$ cat src/rtl/mp3_pkg.sv
// Shared constants and types for the MP3 big_values pair path.
package mp3_pkg;

  localparam int unsigned GRANULE_PAIRS = 288;
  localparam int unsigned SAMPLE_W      = 16;
  localparam int unsigned ADDR_W        = 9;
  localparam int unsigned REGION_W      = 10;

  typedef enum logic [1:0] {
    IDLE,
    BIGV,
    ZFILL,
    DONE
  } pair_sink_state_t;

  typedef logic [4:0] table_sel_t;

  // Side info may claim more pairs than a granule holds; cap at the slot count.
  function automatic logic [ADDR_W-1:0] clamp_big_values(input logic [ADDR_W-1:0] bv);
    if (bv > ADDR_W'(GRANULE_PAIRS)) return ADDR_W'(GRANULE_PAIRS);
    return bv;
  endfunction

endpackage

$ cat src/rtl/huff_region_sel.sv
// Maps the current pair index to the Huffman table of the region it falls in.
module huff_region_sel
  import mp3_pkg::*;
(
  input  logic [ADDR_W-1:0]   i_pair_cnt,
  input  logic [REGION_W-1:0] i_region1_start,
  input  logic [REGION_W-1:0] i_region2_start,
  input  table_sel_t          i_table_sel0,
  input  table_sel_t          i_table_sel1,
  input  table_sel_t          i_table_sel2,
  output table_sel_t          o_active_table
);

  logic [REGION_W-1:0] w_sample_idx;

  assign w_sample_idx = {i_pair_cnt, 1'b0};

  // An inverted boundary pair means region1 is empty: only region1_start splits 0 from 2.
  always_comb begin
    o_active_table = i_table_sel2;
    if (w_sample_idx < i_region1_start)
      o_active_table = i_table_sel0;
    else if ((i_region2_start >= i_region1_start) && (w_sample_idx < i_region2_start))
      o_active_table = i_table_sel1;
  end

endmodule

$ cat src/rtl/huff_pair_sink.sv
// Collects decoded big_values pairs into granule memory, zero-fills the rest,
// and steers the bit feeder to the Huffman table of the current region.
module huff_pair_sink
  import mp3_pkg::*;
(
  input  logic                  clk,
  input  logic                  rst,
  input  logic                  start,
  input  logic [ADDR_W-1:0]     big_values,
  input  logic [REGION_W-1:0]   region1_start,
  input  logic [REGION_W-1:0]   region2_start,
  input  logic [4:0]            table_sel0,
  input  logic [4:0]            table_sel1,
  input  logic [4:0]            table_sel2,
  input  logic                  pair_valid,
  input  logic [SAMPLE_W-1:0]   x_val,
  input  logic [SAMPLE_W-1:0]   y_val,
  output logic                  bits_enable,
  output logic [4:0]            active_table,
  output logic                  wr_en,
  output logic [ADDR_W-1:0]     wr_addr,
  output logic [2*SAMPLE_W-1:0] wr_data,
  output logic                  granule_done,
  output logic                  err_overrun
);

  pair_sink_state_t    r_state;
  logic [ADDR_W-1:0]   r_pair_cnt;
  logic [ADDR_W-1:0]   r_big_values;
  logic [REGION_W-1:0] r_region1_start;
  logic [REGION_W-1:0] r_region2_start;
  table_sel_t          r_table_sel0;
  table_sel_t          r_table_sel1;
  table_sel_t          r_table_sel2;
  logic                r_err_overrun;

  logic [ADDR_W-1:0]   w_big_values_clamped;
  logic                w_pair_accept;
  logic                w_last_pair;
  logic                w_zfill_wr;

  assign w_big_values_clamped = clamp_big_values(big_values);
  assign w_pair_accept = (r_state == BIGV) && pair_valid && !start && !rst;
  assign w_zfill_wr    = (r_state == ZFILL) && !start && !rst;
  assign w_last_pair   = (r_pair_cnt == (r_big_values - ADDR_W'(1)));

  always_ff @(posedge clk) begin
    if (rst) begin
      r_state         <= IDLE;
      r_pair_cnt      <= '0;
      r_big_values    <= '0;
      r_region1_start <= '0;
      r_region2_start <= '0;
      r_table_sel0    <= '0;
      r_table_sel1    <= '0;
      r_table_sel2    <= '0;
      r_err_overrun   <= 1'b0;
    end else if (start) begin
      r_big_values    <= w_big_values_clamped;
      r_region1_start <= region1_start;
      r_region2_start <= region2_start;
      r_table_sel0    <= table_sel0;
      r_table_sel1    <= table_sel1;
      r_table_sel2    <= table_sel2;
      r_pair_cnt      <= '0;
      r_err_overrun   <= 1'b0;
      r_state         <= (w_big_values_clamped == '0) ? ZFILL : BIGV;
    end else begin
      if (pair_valid && (r_state != BIGV))
        r_err_overrun <= 1'b1;
      unique case (r_state)
        IDLE: ;
        BIGV: begin
          if (pair_valid) begin
            // A full granule of pairs leaves nothing to fill; hold the count at the last slot.
            if (w_last_pair && (r_big_values == ADDR_W'(GRANULE_PAIRS))) begin
              r_state <= DONE;
            end else begin
              r_pair_cnt <= r_pair_cnt + ADDR_W'(1);
              if (w_last_pair)
                r_state <= ZFILL;
            end
          end
        end
        ZFILL: begin
          if (r_pair_cnt == ADDR_W'(GRANULE_PAIRS - 1))
            r_state <= DONE;
          else
            r_pair_cnt <= r_pair_cnt + ADDR_W'(1);
        end
        DONE:    r_state <= IDLE;
        default: r_state <= IDLE;
      endcase
    end
  end

  huff_region_sel u_region_sel (
    .i_pair_cnt      (r_pair_cnt),
    .i_region1_start (r_region1_start),
    .i_region2_start (r_region2_start),
    .i_table_sel0    (r_table_sel0),
    .i_table_sel1    (r_table_sel1),
    .i_table_sel2    (r_table_sel2),
    .o_active_table  (active_table)
  );

  assign bits_enable  = (r_state == BIGV);
  assign granule_done = (r_state == DONE);
  assign err_overrun  = r_err_overrun;
  assign wr_en        = w_pair_accept || w_zfill_wr;
  assign wr_addr      = r_pair_cnt;
  assign wr_data      = w_pair_accept ? {x_val, y_val} : '0;

endmodule
$ cat config.mk
export PLATFORM = sky130hd
export DESIGN_NAME = huff_pair_sink
export DESIGN_NICKNAME = d
export VERILOG_FILES = /design/src/rtl/mp3_pkg.sv /design/src/rtl/huff_region_sel.sv /design/src/rtl/huff_pair_sink.sv
export SDC_FILE = /design/constraint.sdc
export NUM_CORES = 1
export LEC_CHECK = 0
export CORE_ASPECT_RATIO = 1.75
export CORE_MARGIN = 3
export CORE_UTILIZATION = 49
export CTS_CLUSTER_DIAMETER = 40
export DETAILED_ROUTE_END_ITERATION = 10
export HOLD_SLACK_MARGIN = 0.08
export PLACE_DENSITY = 0.95
export SLEW_MARGIN = 20
export SYNTH_ARGS = -nofsm -noshare
export SYNTH_HDL_FRONTEND = slang
export SYNTH_SLANG_ARGS = --single-unit
$ cat constraint.sdc
create_clock -name clk -period 5.9 [get_ports clk]
set_input_delay 1.475 -clock clk [delete_from_list [all_inputs] [get_ports clk]]
set_output_delay 1.475 -clock clk [all_outputs]
set_load 0.02 [all_outputs]
## Word-level counts from Yosys, hierarchy flattened

Cells that the tools add are included.

| storage, ports and cells | value |
|---|---|
| register bits | 56 |
| input bits | 80 |
| output and inout port bits | 50 |
| logic and storage cells | 62 |

| cells by class | value |
|---|---|
| $add $sub $neg | 2 |
| order comparisons | 4 |
| eq/ne operators | 13 |
| mux-type cells | 17 |
| reductions and logical operators | 17 |

Operators by type and width:

| operator | number |
|---|---|
| two-way mux 9 bit | 5 |
| two-way mux 32 bit | 1 |
| less-than comparator 10 bit | 2 |
| == test 9 bit (second input constant) | 2 |
| case mux 9 bit (2 select lines) | 1 |
| two-way mux 2 bit | 6 |
| greater-or-equal comparator 10 bit | 1 |
| two-way mux 5 bit | 2 |
| adder 9 x 1 -> 9 bit (second input constant) | 1 |
| == test 9 bit | 1 |
| > comparator 9 bit (second input constant) | 1 |
| zero test 9 bit | 1 |
| subtractor 9 x 1 -> 9 bit (second input constant) | 1 |
| logical AND 1 bit | 8 |
| AND reduction 4 bit | 2 |
| inequality test 2 bit (second input constant) | 3 |
| case mux 2 bit (3 select lines) | 1 |
| == test 2 bit (second input constant) | 2 |
| inequality test 4 x 2 -> 1 bit (second input constant) | 1 |
| nonzero test 4 bit | 1 |
| inequality test 3 x 2 -> 1 bit (second input constant) | 1 |
| inequality test 3 bit (second input constant) | 1 |
| == test 2 x 1 -> 1 bit (second input constant) | 1 |
| zero test 1 bit | 2 |
| 5 further kinds | 5 |

## Logic depth before layout (Yosys ltp)

Gate-level depths: netlist of run 1.

| logic depth | value |
|---|---|
| word-level depth | 7 |
| depth in mapped cells | 9 |
| gate-level depth less buffers | 9 |

## By module

Synthesis of run 1 repeated with hierarchy kept, for this count alone.

| second synthesis, totals | value |
|---|---|
| cell total of the unflattened synthesis | 408 |
| area, all modules | 3553.4 um^2 |

By module, submodules not included:

| module | times used | cells each | area an instance (um^2) | sequential area each (um^2) |
|---|---|---|---|---|
| huff_pair_sink | 1 | 304 | 2711.4 | 1121.1 |
| huff_region_sel | 1 | 104 | 842.1 | 0.0 |

## Worst setup path before layout of run 1

Ideal clock, no wire load.

| timing path | value |
|---|---|
| path kind | input-to-output |
| start | input start |
| end | output wr_en |
| data arrival time | 2.464 ns |
| data required time | 4.425 ns |
| path slack | 1.961 ns |
| cell stages on the path | 4 |
| buffers on the path | 2 |
| cell sequence | clkbuf_1 -> or2_2 -> clkbuf_1 -> a21oi_1 |

| between the ends | value |
|---|---|
| cells in the longest elaborated chain, start to end | 4 |
| elaborated cells on any way between the ends | 6 |
| those cells by class | 6 x reduce/logical |

Ends and longest elaborated chain:

| element | RTL line | text |
|---|---|---|
| from (decl) | huff_pair_sink.sv:8 | `input logic start,` |
| zero test 1 bit (*) | huff_pair_sink.sv:43, huff_pair_sink.sv:44 |  |
| logical AND 1 bit (on tied branches) (2 in a row) | huff_pair_sink.sv:43, huff_pair_sink.sv:44 |  |
| logical OR 1 bit (*) | huff_pair_sink.sv:110 | `assign wr_en = w_pair_accept \|\| w_zfill_wr;` |
| to (decl) | huff_pair_sink.sv:20 | `output logic wr_en,` |

Mark *: on every way between the ends. The rest lies on a longest branch, timed or not.

## Final worst setup path of run 1

| timing path | value |
|---|---|
| start | input rst |
| end | output wr_data[23] |

| between the ends | value |
|---|---|
| cells in the longest elaborated chain, start to end | 3 |

Ends and longest elaborated chain:

| element | RTL line | text |
|---|---|---|
| from (decl) | huff_pair_sink.sv:7 | `input logic rst,` |
| zero test 1 bit | huff_pair_sink.sv:43 | `assign w_pair_accept = (r_state == BIGV) && pair_valid && !start && !rst;` |
| logical AND 1 bit | huff_pair_sink.sv:43 |  |
| two-way mux 32 bit | huff_pair_sink.sv:112 | `assign wr_data = w_pair_accept ? {x_val, y_val} : '0;` |
| to (decl) | huff_pair_sink.sv:22 | `output logic [2*SAMPLE_W-1:0] wr_data,` |

No other way between the ends.

==> flow_metrics.tcl, run 1 <==
set metrics [dict create \
    status "complete, no violations" \
    cts_tree "yes" \
    cts_resized 0 \
    regArea_sq_um 1120 \
    io_pins 130 \
    clk_latency_ps 300 \
    ant_nets 0 \
    power_density_nw_per_um2 194 \
    synthCells 408 \
    drive_gt1_share_pct 5.86 \
    cts_hold_buf 0 \
    yosysWarningCount 0 \
    crit_top_cell "clkdlybuf4s50_1" \
    synth_flop_cell "dfxtp_1" \
    skew_ps 1.91 \
    drc 0 \
    period_needed_ps 5170 \
    crit_required_ps 4430 \
    setup_violations 0 \
    first_global_vias 3371 \
    start_util_pct 50.7 \
    syn-mean-instance-area_sq_um 8.59 \
    cp-start-kind "input pin" \
    crit_arrival_ps 3700 \
    final_common_cell "clkdlybuf4s50_1" \
    clk_pin_slew_ps 70 \
    grt_pass1_wl_um 15800 \
    vias 3444 \
    rsz0062_at_grt "no" \
    switchingPower_mw 0.253 \
    ys_seq_area_share_pct 32.0 \
    hpwl_um 7960 \
    place.detailed.instances 605 \
    ir_worst_vdd_uv 219 \
    place_congestion 0.903 \
    synth_seq_cells 56 \
    cpPeakStageDelay_ps 660 \
    io_buffers 129 \
    internal_power_mw 0.719 \
    hp-class "register to register" \
    hold_violations 0 \
    grt_start_max_net_pins 45 \
    die_w_um 69.9 \
    clock_sinks 56 \
    path_cells "clkdlybuf4s50_1, nor2_1, buf_4, and3_1, and2_1, clkdlybuf4s50_1" \
    critPathSlowestCell "and3_1" \
    drt-total-wl_um 9990 \
    grt_usage_pct 23.5 \
    place_ws_ps 740 \
    wire_per_inst_um 16.3 \
    fillers 504 \
    coreArea_sq_um 6910 \
    synth_edf_count 0 \
    cp-end-kind "output pin" \
    path_max_fanout 32 \
    antenna_cells 0 \
    multiInputGateArea_sq_um 2200 \
    globalRouteMet3Util_pct 3.68 \
    worst_slack_ps 729 \
    p_comb_share_pct 23.0 \
    post_cts_buffers 0 \
    placementRows 40 \
    p_leak_nw 2.10 \
    finish.instance_area_sq_um 5010 \
    slew_headroom_pct 50.3 \
    area_growth_pct 42.9 \
    die_area_sq_um 8240 \
    syn_nets 518 \
    async_reset_ff_share_pct 0 \
    switching_share_pct 26.0 \
    setup_tns_ps 0 \
    seqPwrFrac_pct 42.5 \
    clk_path_buf_depth 2 \
    via_per_inst 5.62 \
    max_cap_violations 0 \
    overflow 0 \
    whs_ps 483 \
    cts_max_level 2 \
    clock_power_share_pct 34.5 \
    crit_type "input pin to output pin" \
    cts-buffers-inserted 5 \
    tightest_slew_ps 743 \
    die_h_um 118 \
    cts-root-buf "clkbuf_16" \
    fin_crit_sh_pct 87.6 \
    final_cell_count_no_fill 613 \
    slew_violations 0 \
    synth_cell_types 53 \
    firstDrtPassIters 4 \
    first_iter_violations 252 \
    antenna_found_initial 0 \
    dpl_cell_area_sq_um 4840 \
    fmax_ghz 0.193 \
    layout_common_cells "clkdlybuf4s50_1, dfxtp_1, nor2_1, mux2i_1, and2_1" \
    grt_util_met2_pct 46.4 \
    syn_area_sq_um 3500 \
    busiest_layer "met2" \
    use_met1_pct 22.3 \
    nNetsFinal 638 \
]
-- cell families (layout without fill, tap and decap cells) --
group | after synthesis | in the layout | synth area share, %
AO/OA/AOI/OAI | 65 | 65 | 13.0
multiplexers | 50 | 50 | 14.6
XOR/XNOR | 11 | 11 | 2.75
AND/OR/NAND/NOR | 149 | 149 | 21.8
adder cells (fa/ha/maj) | 30 | 30 | 10.7
flip-flops | 56 | 56 | 32.0
buffers and inverters | 47 | 168 | 5.11
-- power by group through the flow --
stage | Sequential, mW | Combinational (mW) | Clock [mW]
6_report | 0.413 | 0.223 | 0.335
5_1_grt | 0.416 | 0.241 | 0.352
2_1_floorplan | 0.417 | 0.126 | 0
4_1_cts | 0.413 | 0.224 | 0.339
3_3_place_gp | 0.420 | 0.214 | 0
3_5_place_dp | 0.421 | 0.223 | 0
-- path summary, 6_finish.rpt --
path                                      start     endpoint  slack (ps)  cells after the start
worst max register to register  r_big_values[0]   wr_addr[4]        3420                      9
worst max-delay path                        rst  wr_data[23]         730                      6
worst min register to register      err_overrun  err_overrun         480                      2
worst min-delay path                err_overrun  err_overrun         480                      2
-- through the flow --
step / power, mW / util, %
5_1_grt: 1.01 / 72.5
4_1_cts: 0.975 / 72.5
2_1_floorplan: 0.543 / -
3_5_place_dp: 0.644 / 70.1
6_report: 0.972 / 72.5
3_3_place_gp: 0.634 / 70.1
-- cells in the mapped netlist (2+ instances only) --
master / n / area [sq um]
xnor2_1: 3 / 26.3
a211oi_1: 2 / 15.0
a2111oi_0: 3 / 26.3
or2_2: 2 / 12.5
mux2i_1: 40 / 400
buf_1: 3 / 11.3
mux2_2: 10 / 113
xor2_1: 8 / 70.1
inv_1: 28 / 105
a21oi_1: 15 / 75.1
a22o_1: 3 / 26.3
nand2_1: 21 / 78.8
o211ai_1: 5 / 37.5
nand3_1: 8 / 40.0
or3_1: 4 / 25.0
or4_1: 2 / 15.0
o21ai_0: 12 / 60.1
nand4_1: 7 / 43.8
dfxtp_1: 56 / 1120
buf_2: 2 / 10.0
a21o_1: 2 / 15.0
nor2_1: 53 / 199
clkbuf_1: 14 / 52.6
nor3_1: 4 / 20.0
o21a_1: 6 / 45.0
o21ai_1: 2 / 10.0
a31oi_1: 2 / 12.5
nor2b_1: 3 / 18.8
nand4b_1: 2 / 17.5
and2_1: 33 / 206
ha_1: 30 / 375
nand2b_1: 2 / 12.5
-- registers in the layout, summed over array words and instances, names as in the netlist --
| register | flops |
|---|---|
| r_region1_start | 10 |
| r_table_sel0 | 5 |
| r_region2_start | 10 |
| err_overrun | 1 |
| r_big_values | 9 |
| wr_addr | 9 |
| r_table_sel1 | 5 |
| r_table_sel2 | 5 |
| r_state | 2 |
-- final cells by class --
type | instances | share of cell area (%)
Clock buffer | 6 | 2.57
Inverter | 28 | 2.10
Multi-Input combinational cell | 305 | 44.0
Tap cell | 84 | 2.10
Sequential cell | 56 | 22.4
Clock inverter | 2 | 0.700
Timing Repair Buffer | 132 | 26.1
-- per-layer routing --
metal / vias to the layer above / wire (um)
li1: 1658 / -
met1: 1606 / 3390
met2: 151 / 5650
met3: 29 / 535
met4: 0 / 416
met5: - / 0
-- worst max-delay path, delay by kind of cell --
kind,cells,cell delay [ps]
buffers and inverters,3,1240
and+or+nand+nor,3,970
Note: power is estimated with default switching activity, not from simulation.
==> run 2: changes to the inputs <==
CORE_ASPECT_RATIO = 0.8   (was 1.75)
==> run 2 against run 1 <==
Effect of this change: critical path depth up 1; routed wire length is 0.86% lower; power decreased by 12%; count of clock-buffer cells in the layout did not move; sequential share of layout area increased by 0.31 points; clock power fell by 35%; highest routed layer unchanged.
==> flow_metrics.tcl, run 2 (synthesis gave the netlist of run 1 again) <==
set metrics [dict create \
    status "complete, no violations" \
    switching_share_pct 28.3 \
    drt-total-wl_um 9900 \
    grt_start_max_net_pins 45 \
    vias 3435 \
    placementRows 26 \
    crit_arrival_ps 3890 \
    clock_sinks 56 \
    coreArea_sq_um 6670 \
    start_util_pct 52.5 \
    seqPwrFrac_pct 48.3 \
    rsz0062_at_grt "no" \
    drc 0 \
    die_w_um 101 \
    io_buffers 129 \
    period_needed_ps 5360 \
    cts_max_level 2 \
    layout_common_cells "clkdlybuf4s50_1, dfxtp_1, nor2_1, mux2i_1, and2_1" \
    first_global_vias 3385 \
    cts-buffers-inserted 5 \
    io_pins 130 \
    nNetsFinal 638 \
    top_regs "r_region1_start (10), r_region2_start (10)" \
    cts_tree "yes" \
    die_area_sq_um 8210 \
    area_growth_pct 41.0 \
    finish.instance_area_sq_um 4940 \
    final_common_cell "clkdlybuf4s50_1" \
    antenna_found_initial 1 \
    post_cts_buffers 0 \
    overflow 0 \
    internal_power_mw 0.613 \
    crit_type "register to output pin" \
    die_h_um 81.6 \
    drive_gt1_share_pct 6.05 \
    power_density_nw_per_um2 173 \
    cp-start-kind "register" \
    skew_ps 2.66 \
    grt_pass1_wl_um 16000 \
    switchingPower_mw 0.242 \
    first_iter_violations 173 \
    clock_power_share_pct 25.6 \
    hold_violations 0 \
    grt_usage_pct 24.5 \
    cp-end-kind "output pin" \
    clk_path_buf_depth 2 \
    dpl_cell_area_sq_um 4840 \
    fmax_ghz 0.186 \
    clk_pin_slew_ps 100 \
    tightest_slew_ps 739 \
    hp-class "register to register" \
    p_leak_nw 2.07 \
    ir_worst_vdd_uv 133 \
    clk_latency_ps 310 \
    cts-root-buf "clkbuf_8" \
    path_max_fanout 11 \
    rrSetupSlack_ps 3250 \
    hpwl_um 7860 \
    ant_nets 0 \
    cts_hold_buf 0 \
    setup_tns_ps 0 \
    wire_per_inst_um 16.1 \
    firstDrtPassIters 5 \
    via_per_inst 5.59 \
    place_congestion 0.865 \
    slew_headroom_pct 50.5 \
    max_cap_violations 0 \
    p_comb_share_pct 26.1 \
    slew_violations 0 \
    crit_required_ps 4430 \
    setup_violations 0 \
    fin_crit_sh_pct 90.9 \
    cts_resized 0 \
]
## run 2: metrics by stage
step,total power [mW],util [%],cells,worst slack (ps),hold WS [ps]
6_report,0.855,74.1,614,535,485
5_1_grt,0.902,74.1,614,425,524
4_1_cts,0.860,74.0,613,561,490
3_5_place_dp,0.643,72.6,605,847,466
3_3_place_gp,0.632,72.6,605,906,453
2_1_floorplan,0.543,-,408,1960,454
## run 2: layout make-up
type	count	area, sq um
Clock inverter	2	10.0
Clock buffer	6	82.6
Sequential cell	56	1120
Inverter	28	105
Multi-Input combinational cell	305	2200
Antenna cell	1	2.50
Fill cell	483	1730
Tap cell	84	105
Timing Repair Buffer	132	1310
## run 2: power by group through the flow
stage | Clock (mW) | Combinational [mW] | Sequential [mW]
after floorplan | 0 | 0.126 | 0.417
after global placement | 0 | 0.212 | 0.420
after detailed placement | 0 | 0.221 | 0.421
after CTS | 0.224 | 0.223 | 0.413
after global routing | 0.243 | 0.243 | 0.416
final | 0.219 | 0.223 | 0.413
## run 2: worst paths after layout
check                        from  cells past startpoint               to
setup reg to reg  r_big_values[0]                      7       wr_addr[4]
setup / recovery       wr_addr[6]                      7  active_table[2]
hold / removal        err_overrun                      2      err_overrun
hold reg to reg       err_overrun                      2      err_overrun
## run 2: worst max-delay path: stages, from the launching register on
cell,delay (ps)
dfxtp_1,610
ha_1,330
a2111oi_0,650
a31oi_1,190
a311oi_2,570
mux2_2,420
mux2_2,260
clkdlybuf4s50_1,550
## run 2: metal layers
layer	global-route usage (%)	up-vias	wire (um)
li1	-	1660	-
met1	26.8	1604	3950
met2	45.2	155	4900
met3	8.23	16	838
met4	7.27	0	221
met5	0	-	0
==> run 3: changes to the inputs <==
PLACE_DENSITY = default   (was 0.95)
PLACE_DENSITY_LB_ADDON = 0.3   (was default)
SKIP_CTS_REPAIR_TIMING = 1   (was default)
clock period = 6.9 ns   (was 5.9 ns; I/O delays follow)
==> run 3 against run 2 <==
Effect of this change: critical path depth decreased by 1; clock skew increased by 12 ps; final area decreased by 0.35%; count of clock-buffer cells in the layout is the same; sequential share of layout area grew 0.081 points; flip-flop and latch count stayed put; non-clock buffer count is the same; clock power down 19%; critical path type is now input pin to output pin; largest cell class unchanged; highest routed layer unchanged.
==> flow_metrics.tcl, run 3 (synthesis gave the netlist of run 1 again) <==
set metrics [dict create \
    clk_path_buf_depth 2 \
    cts_tree "yes" \
    finish.instance_area_sq_um 4920 \
    io_buffers 129 \
    grt_pass1_wl_um 15900 \
    die_area_sq_um 8210 \
    skew_ps 14.7 \
    path_cells "clkdlybuf4s50_1, nor2_1, buf_4, and3_1, and2_1, clkdlybuf4s50_1" \
    top_regs "r_region1_start (10), r_region2_start (10)" \
    switchingPower_mw 0.207 \
    holdPathEnd "err_overrun" \
    cp-end-kind "output pin" \
    regArea_sq_um 1120 \
    ant_nets 0 \
    dpl_cell_area_sq_um 4840 \
    first_iter_violations 210 \
    cts_max_level 2 \
    via_per_inst 5.49 \
    first_global_vias 3276 \
    crit_family "buffers and inverters" \
    wire_per_inst_um 16.3 \
    cts-root-buf "clkbuf_8" \
    setup_tns_ps 0 \
    drt-total-wl_um 10000 \
    fillers 520 \
    p_comb_share_pct 26.3 \
    internal_power_mw 0.513 \
    clk_pin_slew_ps 110 \
    antenna_cells 0 \
    cts-buffers-inserted 5 \
    path_buf_inv 3 \
    cpPeakStageDelay_ps 670 \
    rsz0062_at_grt "no" \
    period_needed_ps 5690 \
    place_ws_ps 1180 \
    placementRows 26 \
    fmax_ghz 0.176 \
    setup_violations 0 \
    firstDrtPassIters 5 \
    drc 0 \
    reg2reg_depth 7 \
    drive_gt1_share_pct 5.68 \
    critPathSlowestCell "and3_1" \
    io_pins 130 \
    p_leak_nw 2.06 \
    finalPower_mw 0.721 \
    clk_latency_ps 320 \
    path_max_fanout 32 \
    whs_ps 490 \
    hold_violations 0 \
    hp-start "err_overrun" \
    place_congestion 0.888 \
    coreArea_sq_um 6670 \
    crit_required_ps 5180 \
    final_common_cell "clkdlybuf4s50_1" \
    r2r-end "wr_addr[4]" \
    area_growth_pct 40.5 \
    multiInputGateArea_sq_um 2200 \
    crit_top_cell "clkdlybuf4s50_1" \
    tightest_slew_ps 750 \
    slew_violations 0 \
    crit_type "input pin to output pin" \
    clock_power_share_pct 24.7 \
    grt_start_max_net_pins 45 \
    fin_crit_sh_pct 82.5 \
    cp-start-kind "input pin" \
    hp-class "register to register" \
    status "complete, no violations" \
    hpwl_um 7910 \
    power_density_nw_per_um2 146 \
    start_util_pct 52.5 \
    seqPwrFrac_pct 49.0 \
    crit_arrival_ps 3970 \
    r2r_start "r_big_values[0]" \
    worst_slack_ps 1210 \
    die_h_um 81.6 \
    ir_worst_vdd_uv 136 \
    switching_share_pct 28.8 \
    overflow 0 \
    vias 3362 \
    die_w_um 101 \
    grt_usage_pct 24.3 \
    layout_common_cells "clkdlybuf4s50_1, dfxtp_1, nor2_1, mux2i_1, and2_1" \
    slew_headroom_pct 50.0 \
    max_cap_violations 0 \
    rrSetupSlack_ps 4390 \
    nNetsFinal 638 \
    antenna_found_initial 0 \
    clock_sinks 56 \
    min_delay_path_depth 2 \
]
run 3: worst max path at each step:
| stage | from | to | slack, ps | cells past startpoint |
|---|---|---|---|---|
| 2_1_floorplan | start | wr_en | 2460 | 4 |
| 3_3_place_gp | rst | wr_data[1] | 1300 | 6 |
| 3_5_place_dp | rst | wr_data[25] | 1180 | 6 |
| 4_1_cts | rst | wr_data[25] | 1180 | 6 |
| 5_1_grt | rst | wr_data[25] | 1010 | 6 |
| 6_report | rst | wr_data[25] | 1210 | 6 |
run 3: per-stage QoR:
step | utilization (%) | std cells
after floorplan | - | 408
after global placement | 72.6 | 605
after detailed placement | 72.6 | 605
after CTS | 73.8 | 612
after global routing | 73.8 | 612
final | 73.8 | 612
run 3: final cells by class:
type / instances / share of cell area (%)
Multi-Input combinational cell: 305 / 44.8
Timing Repair Buffer: 132 / 26.6
Sequential cell: 56 / 22.8
Inverter: 28 / 2.14
Tap cell: 84 / 2.14
Clock buffer: 6 / 1.47
Clock inverter: 1 / 0.102
run 3: worst register-to-register path, cell delays in order, from the launching register on:
cell,delay (ps)
dfxtp_1,350
nor3_1,560
xnor2_1,180
nand3_1,90
a211oi_1,530
a41oi_2,350
nand4_1,200
mux2i_1,180
run 3: power groups by stage:
stage / registers, mW / clock network (mW) / logic, mW
final: 0.353 / 0.178 / 0.190
after global routing: 0.355 / 0.189 / 0.207
after CTS: 0.353 / 0.179 / 0.190
after detailed placement: 0.360 / 0 / 0.189
after global placement: 0.359 / 0 / 0.183
after floorplan: 0.357 / 0 / 0.108
run 3: layer usage:
layer	track usage, %	up-vias	part of all wire, %	wire length, um
met5	0	-	0	0
met3	4.41	8	6.8	678
met2	45.2	136	50	4980
met1	29.1	1561	42	4240
li1	-	1657	-	-
met4	5.65	0	1.1	107
